==> src/rtl/router_inject_port_if.sv <==
// Core-to-router injection bundle. The block sits on the slave side: it
// receives flits from the core and presents them, with a VC tag, to one
// router input port that returns per-VC ready, ack and lock information.
interface router_inject_port_if;
    logic        CORE_VALID;
    logic [31:0] CORE_DATA;
    logic        CORE_HEAD;
    logic        CORE_TAIL;
    logic        CORE_READY;
    logic [34:0] ODATA;
    logic        OVALID;
    logic        OVCH;
    logic [1:0]  IRDY;
    logic [1:0]  IACK;
    logic [1:0]  ILCK;

    modport slave (
        input  CORE_VALID, CORE_DATA, CORE_HEAD, CORE_TAIL,
        input  IRDY, IACK, ILCK,
        output CORE_READY, ODATA, OVALID, OVCH
    );

    modport master (
        output CORE_VALID, CORE_DATA, CORE_HEAD, CORE_TAIL,
        output IRDY, IACK, ILCK,
        input  CORE_READY, ODATA, OVALID, OVCH
    );
endinterface

==> src/rtl/router_inject_port.sv <==
// Router injection port: buffers core flits in a small FIFO, picks a virtual
// channel for each packet at its head flit, and streams the packet to the
// router while tracking unacknowledged flits per VC as a credit limit.
module router_inject_port #(
    parameter int FIFO_DEPTH = 4,
    parameter int MAX_OUT    = 4
) (
    input  logic                 clk,
    input  logic                 RST_,
    router_inject_port_if.slave  bus
);
    localparam int PTR_W = (FIFO_DEPTH > 1) ? $clog2(FIFO_DEPTH) : 1;
    localparam int CNT_W = PTR_W + 1;
    localparam logic [CNT_W-1:0] FULL_CNT = CNT_W'(FIFO_DEPTH);
    localparam logic [2:0]       MAX_CNT  = 3'(MAX_OUT);

    typedef enum logic [0:0] {
        IDLE = 1'b0,
        SEND = 1'b1
    } state_t;

    state_t            state_r;
    logic              cur_vc_r;
    logic              err_r;
    logic [33:0]       mem_r [FIFO_DEPTH];
    logic [PTR_W-1:0]  wr_ptr_r;
    logic [PTR_W-1:0]  rd_ptr_r;
    logic [CNT_W-1:0]  count_r;
    logic [1:0][2:0]   out_cnt_r;

    logic              empty_s;
    logic              full_s;
    logic [33:0]       head_flit_s;
    logic [1:0]        credit_ok_s;
    logic              sel_s;
    logic              sel_vc_s;
    logic              drop_s;
    logic              xfer_s;
    logic              last_s;
    logic              push_s;
    logic              pop_s;
    logic              ovalid_s;
    logic [1:0]        cnt_inc_s;
    logic [1:0]        cnt_dec_s;

    // Decode FIFO status, VC selection in IDLE, router transfer in SEND
    always_comb begin
        empty_s        = (count_r == {CNT_W{1'b0}});
        full_s         = (count_r == FULL_CNT);
        head_flit_s    = mem_r[rd_ptr_r];
        credit_ok_s[0] = (out_cnt_r[0] < MAX_CNT);
        credit_ok_s[1] = (out_cnt_r[1] < MAX_CNT);
        sel_s          = 1'b0;
        sel_vc_s       = 1'b0;
        drop_s         = 1'b0;
        xfer_s         = 1'b0;
        ovalid_s       = 1'b0;
        case (state_r)
            IDLE: begin
                if (!empty_s) begin
                    if (head_flit_s[33]) begin
                        if (!bus.ILCK[0] && credit_ok_s[0]) begin
                            sel_s    = 1'b1;
                            sel_vc_s = 1'b0;
                        end else if (!bus.ILCK[1] && credit_ok_s[1]) begin
                            sel_s    = 1'b1;
                            sel_vc_s = 1'b1;
                        end else begin
                            sel_s    = 1'b0;
                        end
                    end else begin
                        // A body flit with no open packet cannot be routed
                        drop_s = 1'b1;
                    end
                end else begin
                    drop_s = 1'b0;
                end
            end
            SEND: begin
                ovalid_s = !empty_s;
                xfer_s   = !empty_s && bus.IRDY[cur_vc_r] && credit_ok_s[cur_vc_r];
            end
            default: begin
                ovalid_s = 1'b0;
            end
        endcase
        last_s       = xfer_s && head_flit_s[32];
        push_s       = bus.CORE_VALID && !full_s;
        pop_s        = xfer_s || drop_s;
        cnt_inc_s[0] = xfer_s && !cur_vc_r;
        cnt_inc_s[1] = xfer_s && cur_vc_r;
        cnt_dec_s[0] = bus.IACK[0] && (out_cnt_r[0] != 3'd0);
        cnt_dec_s[1] = bus.IACK[1] && (out_cnt_r[1] != 3'd0);
    end

    assign bus.CORE_READY = !full_s;
    assign bus.OVALID     = ovalid_s;
    assign bus.OVCH       = cur_vc_r;
    assign bus.ODATA      = ovalid_s ? {head_flit_s[33:32], 1'b0, head_flit_s[31:0]} : 35'd0;

    // Flit FIFO storage, pointers and occupancy count
    always_ff @(posedge clk) begin
        if (!RST_) begin
            wr_ptr_r <= {PTR_W{1'b0}};
            rd_ptr_r <= {PTR_W{1'b0}};
            count_r  <= {CNT_W{1'b0}};
        end else begin
            if (push_s) begin
                mem_r[wr_ptr_r] <= {bus.CORE_HEAD, bus.CORE_TAIL, bus.CORE_DATA};
                wr_ptr_r        <= wr_ptr_r + PTR_W'(1);
            end
            if (pop_s) begin
                rd_ptr_r <= rd_ptr_r + PTR_W'(1);
            end
            case ({push_s, pop_s})
                2'b10:   count_r <= count_r + CNT_W'(1);
                2'b01:   count_r <= count_r - CNT_W'(1);
                default: count_r <= count_r;
            endcase
        end
    end

    // Per-VC outstanding flit counters; an ack with nothing outstanding is ignored
    always_ff @(posedge clk) begin
        if (!RST_) begin
            out_cnt_r <= 6'd0;
        end else begin
            for (int v = 0; v < 2; v++) begin
                case ({cnt_inc_s[v], cnt_dec_s[v]})
                    2'b10:   out_cnt_r[v] <= out_cnt_r[v] + 3'd1;
                    2'b01:   out_cnt_r[v] <= out_cnt_r[v] - 3'd1;
                    default: out_cnt_r[v] <= out_cnt_r[v];
                endcase
            end
        end
    end

    // Packet FSM: choose the VC at a head flit, stream until the tail leaves
    always_ff @(posedge clk) begin
        if (!RST_) begin
            state_r  <= IDLE;
            cur_vc_r <= 1'b0;
            err_r    <= 1'b0;
        end else begin
            case (state_r)
                IDLE: begin
                    if (sel_s) begin
                        state_r  <= SEND;
                        cur_vc_r <= sel_vc_s;
                    end else begin
                        state_r  <= IDLE;
                    end
                    if (drop_s) begin
                        err_r <= 1'b1;
                    end
                end
                SEND: begin
                    if (last_s) begin
                        state_r <= IDLE;
                    end else begin
                        state_r <= SEND;
                    end
                end
                default: begin
                    state_r <= IDLE;
                end
            endcase
        end
    end
endmodule

==> src/flat_wrapper.sv <==
// flat-port wrapper written by rule: the top's interface ports become plain ports
module router_inject_port_flat 
#(
    parameter int FIFO_DEPTH = 4,
    parameter int MAX_OUT    = 4
)
  (clk, RST_, bus_CORE_VALID, bus_CORE_DATA, bus_CORE_HEAD, bus_CORE_TAIL, bus_IRDY, bus_IACK, bus_ILCK, bus_CORE_READY, bus_ODATA, bus_OVALID, bus_OVCH);
  router_inject_port_if bus_i ();
  input  logic clk;
  input  logic RST_;
  input wire logic [$bits(bus_i.CORE_VALID)-1:0] bus_CORE_VALID;
  input wire logic [$bits(bus_i.CORE_DATA)-1:0] bus_CORE_DATA;
  input wire logic [$bits(bus_i.CORE_HEAD)-1:0] bus_CORE_HEAD;
  input wire logic [$bits(bus_i.CORE_TAIL)-1:0] bus_CORE_TAIL;
  input wire logic [$bits(bus_i.IRDY)-1:0] bus_IRDY;
  input wire logic [$bits(bus_i.IACK)-1:0] bus_IACK;
  input wire logic [$bits(bus_i.ILCK)-1:0] bus_ILCK;
  output wire logic [$bits(bus_i.CORE_READY)-1:0] bus_CORE_READY;
  output wire logic [$bits(bus_i.ODATA)-1:0] bus_ODATA;
  output wire logic [$bits(bus_i.OVALID)-1:0] bus_OVALID;
  output wire logic [$bits(bus_i.OVCH)-1:0] bus_OVCH;
  assign bus_i.CORE_VALID = bus_CORE_VALID;
  assign bus_i.CORE_DATA = bus_CORE_DATA;
  assign bus_i.CORE_HEAD = bus_CORE_HEAD;
  assign bus_i.CORE_TAIL = bus_CORE_TAIL;
  assign bus_i.IRDY = bus_IRDY;
  assign bus_i.IACK = bus_IACK;
  assign bus_i.ILCK = bus_ILCK;
  assign bus_CORE_READY = bus_i.CORE_READY;
  assign bus_ODATA = bus_i.ODATA;
  assign bus_OVALID = bus_i.OVALID;
  assign bus_OVCH = bus_i.OVCH;
  router_inject_port #(.FIFO_DEPTH(FIFO_DEPTH), .MAX_OUT(MAX_OUT)) u_core (.clk(clk), .RST_(RST_), .bus(bus_i));
endmodule
==> config.mk <==
export PLATFORM = sky130hd
export DESIGN_NAME = router_inject_port_flat
export DESIGN_NICKNAME = d
export VERILOG_FILES = /design/src/rtl/router_inject_port_if.sv /design/src/rtl/router_inject_port.sv /design/src/flat_wrapper.sv
export SDC_FILE = /design/constraint.sdc
export NUM_CORES = 1
export LEC_CHECK = 0
export BUFFER_PORTS_ARGS = -buffer_cell sky130_fd_sc_hd__buf_2
export CAP_MARGIN = 15
export CORE_UTILIZATION = 60
export DETAILED_ROUTE_END_ITERATION = 12
export PLACE_DENSITY_LB_ADDON = 0.05
export SKIP_LAST_GASP = 1
export SYNTH_ARGS = -nofsm -noshare
export SYNTH_HDL_FRONTEND = slang
export SYNTH_SLANG_ARGS = --single-unit
==> constraint.sdc <==
create_clock -name clk -period 6.22 [get_ports clk]
set_input_delay 0.933 -clock clk [delete_from_list [all_inputs] [get_ports clk]]
set_output_delay 0.933 -clock clk [all_outputs]
set_load 0.05 [all_outputs]
==> flow_summary.toml, run 1 <==
[yosys]
syn_nets = 378
synth_cell_types = 33
avgSynthCellArea_um2 = 18.7
synth_seq_cells = 153
yosys.area.top_type = "edfxtp_1"
yosysSeqAreaShare_pct = 72.8
synth_mux_area_share_pct = 12.8
synthCells = 325
synthAdderAreaFrac_pct = 2.43
async_flop_share_pct = 0
syn_area_mm2 = 0.00608
synth_edf_count = 136
yosysMostFrequentCell = "edfxtp_1"
synth_common_cells = "136 x edfxtp_1, 35 x and2_1, 34 x mux4_2, 17 x dfxtp_1, 14 x inv_1"
ys_warn_count = 0
synth_xor_area_share_pct = 1.01
yosys.area_share.simple_pct = 6.92
ys_top_cells_by_area = "edfxtp_1 67%, mux4_2 13%, dfxtp_1 5.6%"
synth_top_family_by_area = "multiplexers"
synth_flop_cell = "edfxtp_1"
synth-compound-area-share_pct = 2.06
synth_top_area_share_pct = 67.2

[clock_network]
htreeDepth = 4
cts_setup_buffers = 0
clk_root_buffer_cell = "clkbuf_8"
cts_buffer_depth = 2
ctsResizeCount = 0
clk_pin_slew_worst_paths_ns = 0.06
holdBufCountCts = 0
clock-sinks = 153
clk_latency_ns = 0.53
cts-buffers-inserted = 17
cts_tree = "done"

[route]
drt_wl_total_mm = 10.1
drtAntennaViolNets = 0
wl_per_cell_um = 18.2
num_vias = 3042
drt_iter0_drc = 97
firstDrtPassIters = 5
drc = 0
vias_per_cell = 5.46

[place]
dpl.hpwl_mm = 5.73
post-place-cells = 525
numPortBuffers = 79
place_ws_ns = 2.95
gp_congestion = 0.702

[sta]
min_period_ns = 3.50
fmax_ghz = 0.286
worst_slack_ns = 2.72
setup_viol = 0
worst_pin_slew_ns = 0.917
clock_skew_ns = 0.00700
slew_headroom_pct = 38.9
hold_violations = 0
fin_tns_setup_ns = 0
rsz0062_at_grt = "false"
post-route-period-util_pct = 56.2
holdWs_ns = 0.493
slew_viol_final = 0

[setup_path]
crit_type = "flop to primary output"
cp-start-kind = "flop"
cp_max_fo = 28
crit_path_end_kind = "primary output"
worst-endpoint-arrival_ns = 2.56
required_ns = 5.29

[final_layout]
final_nets = 464
multiInputGateArea_mm2 = 0.00154
layout.area.seq_mm2 = 0.00443
antenna_cells = 0
layout-drive-gt1-share_pct = 36.6
post-route-util_pct = 73.2
area_growth_pct = 18.2
num-fill-cells = 631
fin_cells = 557

[floorplanning]
initial_core_util_pct = 61.9
ios = 81
die_x_um = 103
die_h_um = 103
core-area_mm2 = 0.00982
die_area_mm2 = 0.0105
rows = 36

[flow_run]
cap_viol_max_count = 0

[status]
status = "finished clean"

[min_path]
hold_class = "flop to flop"

[power]
irDropWorstVdd_v = 0.000257
leakage_nw = 2.54
power_density_mw_per_mm2 = 403

[grt]
first_global_vias = 2948
grt.overflow.total = 0
antenna_found_initial = 0
grt_usage_pct = 21.0
grt_max_degree = 38
grt_pass1_wl_mm = 15.1
-- worst max-delay path: stages (launching register included) --
cell and delay (ns):
dfxtp_2 0.46, buf_4 0.53, mux4_2 0.63, and2_1 0.19, buf_2 0.21
-- layout make-up --
class / instances / area share, %
clock buffer: 18 / 5.82
inverter: 14 / 0.732
clock inverter: 14 / 2.37
timing repair buffer: 81 / 5.71
tap: 133 / 2.32
sequential: 153 / 61.6
multi-input combinational: 144 / 21.4
-- through the flow --
stage / instance area, µm² / total power, mW
finish: 7180 / 2.89
CTS: 7180 / 2.92
detailed placement: 6600 / 1.90
global placement: 6600 / 1.89
global route: 7180 / 3.01
floorplan: 6080 / 1.77
-- metal layers --
metal | global-route usage [%] | vias to the layer above | share of wire, %
met5 | 0 | - | 0
met4 | 8.90 | 0 | 1.3
met3 | 6.92 | 12 | 5.3
met2 | 34.3 | 81 | 52
met1 | 26.0 | 1524 | 41
li1 | - | 1425 | -
-- report_power, final --
group | total, mW | leakage, nW | switching [mW] | internal [mW]
combinational | 0.612 | 0.881 | 0.344 | 0.268
clock | 1.02 | 0.280 | 0.401 | 0.614
sequential | 1.26 | 1.37 | 0.0615 | 1.20
total | 2.89 | 2.54 | 0.807 | 2.08
-- kinds of logic after synthesis --
kind of cell | after synthesis
AND/OR/NAND/NOR | 70
adder cells (fa/ha/maj) | 10
multiplexers | 35
other | 1
buffers and inverters | 28
AO/OA/AOI/OAI | 21
XOR/XNOR | 7
flip-flops | 153
-- layout by cell type, fill, tap and decap left out, types with 5 or more instances in the layout --
master	count
edfxtp_1	136
buf_2	79
inv_1	14
inv_6	5
nor2_1	12
mux4_2	34
and2_1	35
xor2_1	6
clkbuf_16	16
o21ai_0	6
a21oi_1	9
dfxtp_1	15
ha_1	7
-- flip-flops by register name (all words and copies together), names as in the netlist, named ones only --
name,count
u_core.mem_r,136
u_core.out_cnt_r,6
u_core.count_r,3
u_core.rd_ptr_r,2
u_core.wr_ptr_r,2
u_core.bus.OVCH,1
u_core.state_r,1
-- path summary, 6_finish.rpt --
check,startpoint,end,slack [ns],cells past startpoint
worst max-delay path,flop,bus_ODATA[34],2.72,4
worst min-delay path,u_core.rd_ptr_r[1],flop,0.49,2
worst max register to register,flop,u_core.count_r[2],3.00,10
worst min register to register,u_core.rd_ptr_r[1],flop,0.49,2
No activity file was read; power rests on OpenSTA's default activity.
==> inputs of run 2 (changes only) <==
- CORE_UTILIZATION: 60 -> 57
- clock period: 6.22 -> 3.3 ns (I/O delays scaled with it)
==> flow_summary.toml, run 2 (synthesized netlist as in run 1, its figures left out) <==
[floorplanning]
ios = 81
die_x_um = 105
core-area_mm2 = 0.0103
die_h_um = 105
initial_core_util_pct = 58.9
die_area_mm2 = 0.0111
rows = 37

[sta]
worst_pin_slew_ns = 0.919
worst_slack_ns = 0.412
slew_headroom_pct = 38.8
clock_skew_ns = 0.00510
fmax_ghz = 0.346
holdWs_ns = 0.198
hold_violations = 0
setup_viol = 0
min_period_ns = 2.89
post-route-period-util_pct = 87.5
rsz0062_at_grt = "false"
slew_viol_final = 0
fin_tns_setup_ns = 0

[min_path]
hold_class = "input port to flop"
min_from = "bus_CORE_DATA[15]"

[setup_path]
required_ns = 2.80
cp_max_fo = 33
crit_chain = "buf_4 -> mux4_2 -> and2_1 -> buf_2"
crit_type = "flop to primary output"
cp-start-kind = "flop"
critical-path-max-stage-delay_ns = 0.58
crit_family = "buffers and inverters"
slowest_stage = "mux4_2"
crit_path_end_kind = "primary output"
worst-endpoint-arrival_ns = 2.39
timing.critical_path.buf_inv = 2

[flow_run]
cap_viol_max_count = 0

[clock_network]
cts_setup_buffers = 0
cts-buffers-inserted = 17
clk_latency_ns = 0.51
holdBufCountCts = 0
htreeDepth = 4
cts_buffer_depth = 2
clock-sinks = 153
clk_root_buffer_cell = "clkbuf_8"
ctsResizeCount = 0
clk_pin_slew_worst_paths_ns = 0.06
cts_tree = "done"

[grt]
first_global_vias = 3212
grt_max_degree = 37
antenna_found_initial = 0
grt_busiest_layer = "met2"
met2_usage_pct = 34.3
grt_usage_pct = 20.5
use_met1_pct = 25.7
grt.overflow.total = 0
grtUsageMet3_pct = 6.12
grt_pass1_wl_mm = 16.4

[place]
dpl.hpwl_mm = 6.00
gp_congestion = 0.779
post-place-cells = 532
numPortBuffers = 79
place_ws_ns = 0.820
post_dp_cell_area_mm2 = 0.00663

[route]
num_vias = 3108
wl_per_cell_um = 18.5
drt_iter0_drc = 165
drtAntennaViolNets = 0
firstDrtPassIters = 4
vias_per_cell = 5.52
drc = 0
drt_wl_total_mm = 10.4

[status]
status = "finished clean"

[final_layout]
final_common_cell = "edfxtp_1"
final_nets = 468
antenna_cells = 0
reg_top3 = "u_core.mem_r (136), u_core.out_cnt_r (6), u_core.count_r (3)"
post-route-util_pct = 70.0
fin_cells = 563
design_area_mm2 = 0.00723
regMostFlops = "u_core.mem_r"
largest_reg_flops = 136
layout_common_cells = "136 x edfxtp_1, 79 x buf_2, 35 x and2_1"
layout-drive-gt1-share_pct = 35.8
area_growth_pct = 18.9

[power]
leakage_nw = 2.57
irDropWorstVdd_v = 0.000416
power_density_mw_per_mm2 = 762
p_total_mw = 5.51
run 2: cell type report:
cell class,count,area [µm²]
repair buffers,85,440
clock buffers,18,418
multi-input cells,144,1540
inverters,14,52.6
flip-flops and latches,153,4430
clock inverters,13,183
well taps,136,170
fillers,687,3090
run 2: per-layer routing:
metal  wire [µm]  part of all wire [%]  up-vias
met3         475                   4.6       12
met1        4480                    43     1582
met5           0                     0        -
li1            -                     -     1433
met4         132                   1.3        0
met2        5340                    51       81
run 2: path summary, 6_finish.rpt:
check	endpoint	cells past startpoint	slack [ns]
worst min register to register	u_core.wr_ptr_r[1]	2	0.51
worst min-delay path	u_core.mem_r[2][15]	1	0.20
worst max register to register	u_core.count_r[2]	9	0.77
worst max-delay path	bus_ODATA[26]	4	0.41
run 2: where the power goes:
group	switching [mW]	leakage, nW	internal (mW)
clock network	0.686	0.293	1.28
registers	0.0692	1.37	2.27
logic	0.700	0.903	0.511
total	1.45	2.57	4.06
==> inputs of run 3 (changes only) <==
- PLACE_DENSITY: unset -> 0.79
- PLACE_DENSITY_LB_ADDON: 0.05 -> unset
==> flow_summary.toml, run 3 (synthesized netlist as in run 1, its figures left out) <==
[power]
leakage_nw = 2.52
irDropWorstVdd_v = 0.000450
swShare_pct = 27.9
clkPwrFrac_pct = 33.5
power_frac_seq_pct = 43.9
p_comb_share_pct = 22.5
p_sw_mw = 1.48
power_density_mw_per_mm2 = 743
internal_power_mw = 3.84
p_total_mw = 5.32

[clock_network]
cts_setup_buffers = 0
cts_tree = "done"
htreeDepth = 4
clk_pin_slew_worst_paths_ns = 0.06
clock-sinks = 153
ctsResizeCount = 0
holdBufCountCts = 0
clk_latency_ns = 0.52
clk_root_buffer_cell = "clkbuf_8"
cts-buffers-inserted = 17
cts_buffer_depth = 2

[place]
gp_congestion = 0.752
numPortBuffers = 79
post-place-cells = 529
dpl.hpwl_mm = 6.05

[grt]
grt.overflow.total = 0
antenna_found_initial = 1
grt_max_degree = 37
grt_pass1_wl_mm = 16.2
grt_usage_pct = 20.6
first_global_vias = 3171

[final_layout]
layout.area.seq_mm2 = 0.00443
final_common_cell = "edfxtp_1"
largest_reg_flops = 136
fin_cells = 561
num-fill-cells = 669
layout-drive-gt1-share_pct = 36.0
antenna_cells = 0
final_nets = 465
multiInputGateArea_mm2 = 0.00154
area_growth_pct = 17.7
reg_top3 = "u_core.mem_r (136), u_core.out_cnt_r (6), u_core.count_r (3)"
layout_common_cells = "136 x edfxtp_1, 79 x buf_2, 35 x and2_1"
regMostFlops = "u_core.mem_r"

[floorplanning]
core-area_mm2 = 0.0103
rows = 37
die_x_um = 105
initial_core_util_pct = 58.9
ios = 81
die_h_um = 105
die_area_mm2 = 0.0111

[setup_path]
worst-endpoint-arrival_ns = 2.40
crit_path_end_kind = "primary output"
rrSetupSlack_ns = 0.80
required_ns = 2.80
crit_type = "flop to primary output"
cp-start-kind = "flop"
cp_max_fo = 33

[route]
drt_iter0_drc = 157
vias_per_cell = 5.56
drc = 0
wl_per_cell_um = 18.6
drtAntennaViolNets = 0
drt_wl_total_mm = 10.4
num_vias = 3118
firstDrtPassIters = 5

[sta]
post-route-period-util_pct = 87.8
rsz0062_at_grt = "false"
setup_viol = 0
worst_pin_slew_ns = 0.923
clock_skew_ns = 0.00391
fmax_ghz = 0.345
fin_tns_setup_ns = 0
hold_violations = 0
slew_viol_final = 0
slew_headroom_pct = 38.4
min_period_ns = 2.90

[flow_run]
cap_viol_max_count = 0

[status]
status = "finished clean"

[min_path]
hold_class = "input port to flop"
-- run 3: path summary, 6_finish.rpt --
| kind | start | to | depth (start not counted) |
|---|---|---|---|
| setup / recovery | flop | bus_ODATA[22] | 4 |
| hold / removal | bus_CORE_DATA[30] | u_core.mem_r[2][30] | 1 |
| setup reg to reg | u_core.mem_r[3][33] | u_core.count_r[2] | 9 |
| hold reg to reg | u_core.rd_ptr_r[1] | flop | 2 |
-- run 3: final cells by class --
cell class	count	share of cell area, %
Clock buffer	19	5.89
Clock inverter	13	1.80
Inverter	14	0.734
Multi-Input combinational cell	144	21.5
Sequential cell	153	61.9
Tap cell	136	2.38
Timing Repair Buffer	82	5.84
-- run 3: metrics by stage --
stage               setup slack, ns  hold WS (ns)  cell area [µm²]  util [%]
finish                        0.402         0.195             7160      69.3
global route                  0.234         0.168             7160      69.3
CTS                           0.337         0.173             7160      69.3
detailed placement            0.795         0.498             6610      64.0
global placement              0.908         0.460             6610      64.0
floorplan                     0.678         0.456             6080         -
-- run 3: worst max-delay path: stages, from the launching register on --
cell and delay [ns]:
dfxtp_2 0.35, buf_4 0.54, mux4_2 0.57, and2_1 0.19, buf_2 0.21
-- run 3: power groups by stage --
stage / sequential [mW] / clock (mW) / combinational, mW
global route: 2.35 / 1.89 / 1.30
detailed placement: 2.38 / 0 / 1.21
finish: 2.34 / 1.79 / 1.20
floorplan: 2.36 / 0 / 0.975
global placement: 2.36 / 0 / 1.19
CTS: 2.34 / 1.81 / 1.22
-- run 3: metal layers --
metal	track usage, %	wire length (µm)	up-vias	part of all wire (%)
met3	5.81	616	25	5.9
met2	34.6	5250	114	50
li1	-	-	1430	-
met4	9.36	245	2	2.3
met1	25.0	4320	1547	41
met5	0	13	-	0.12
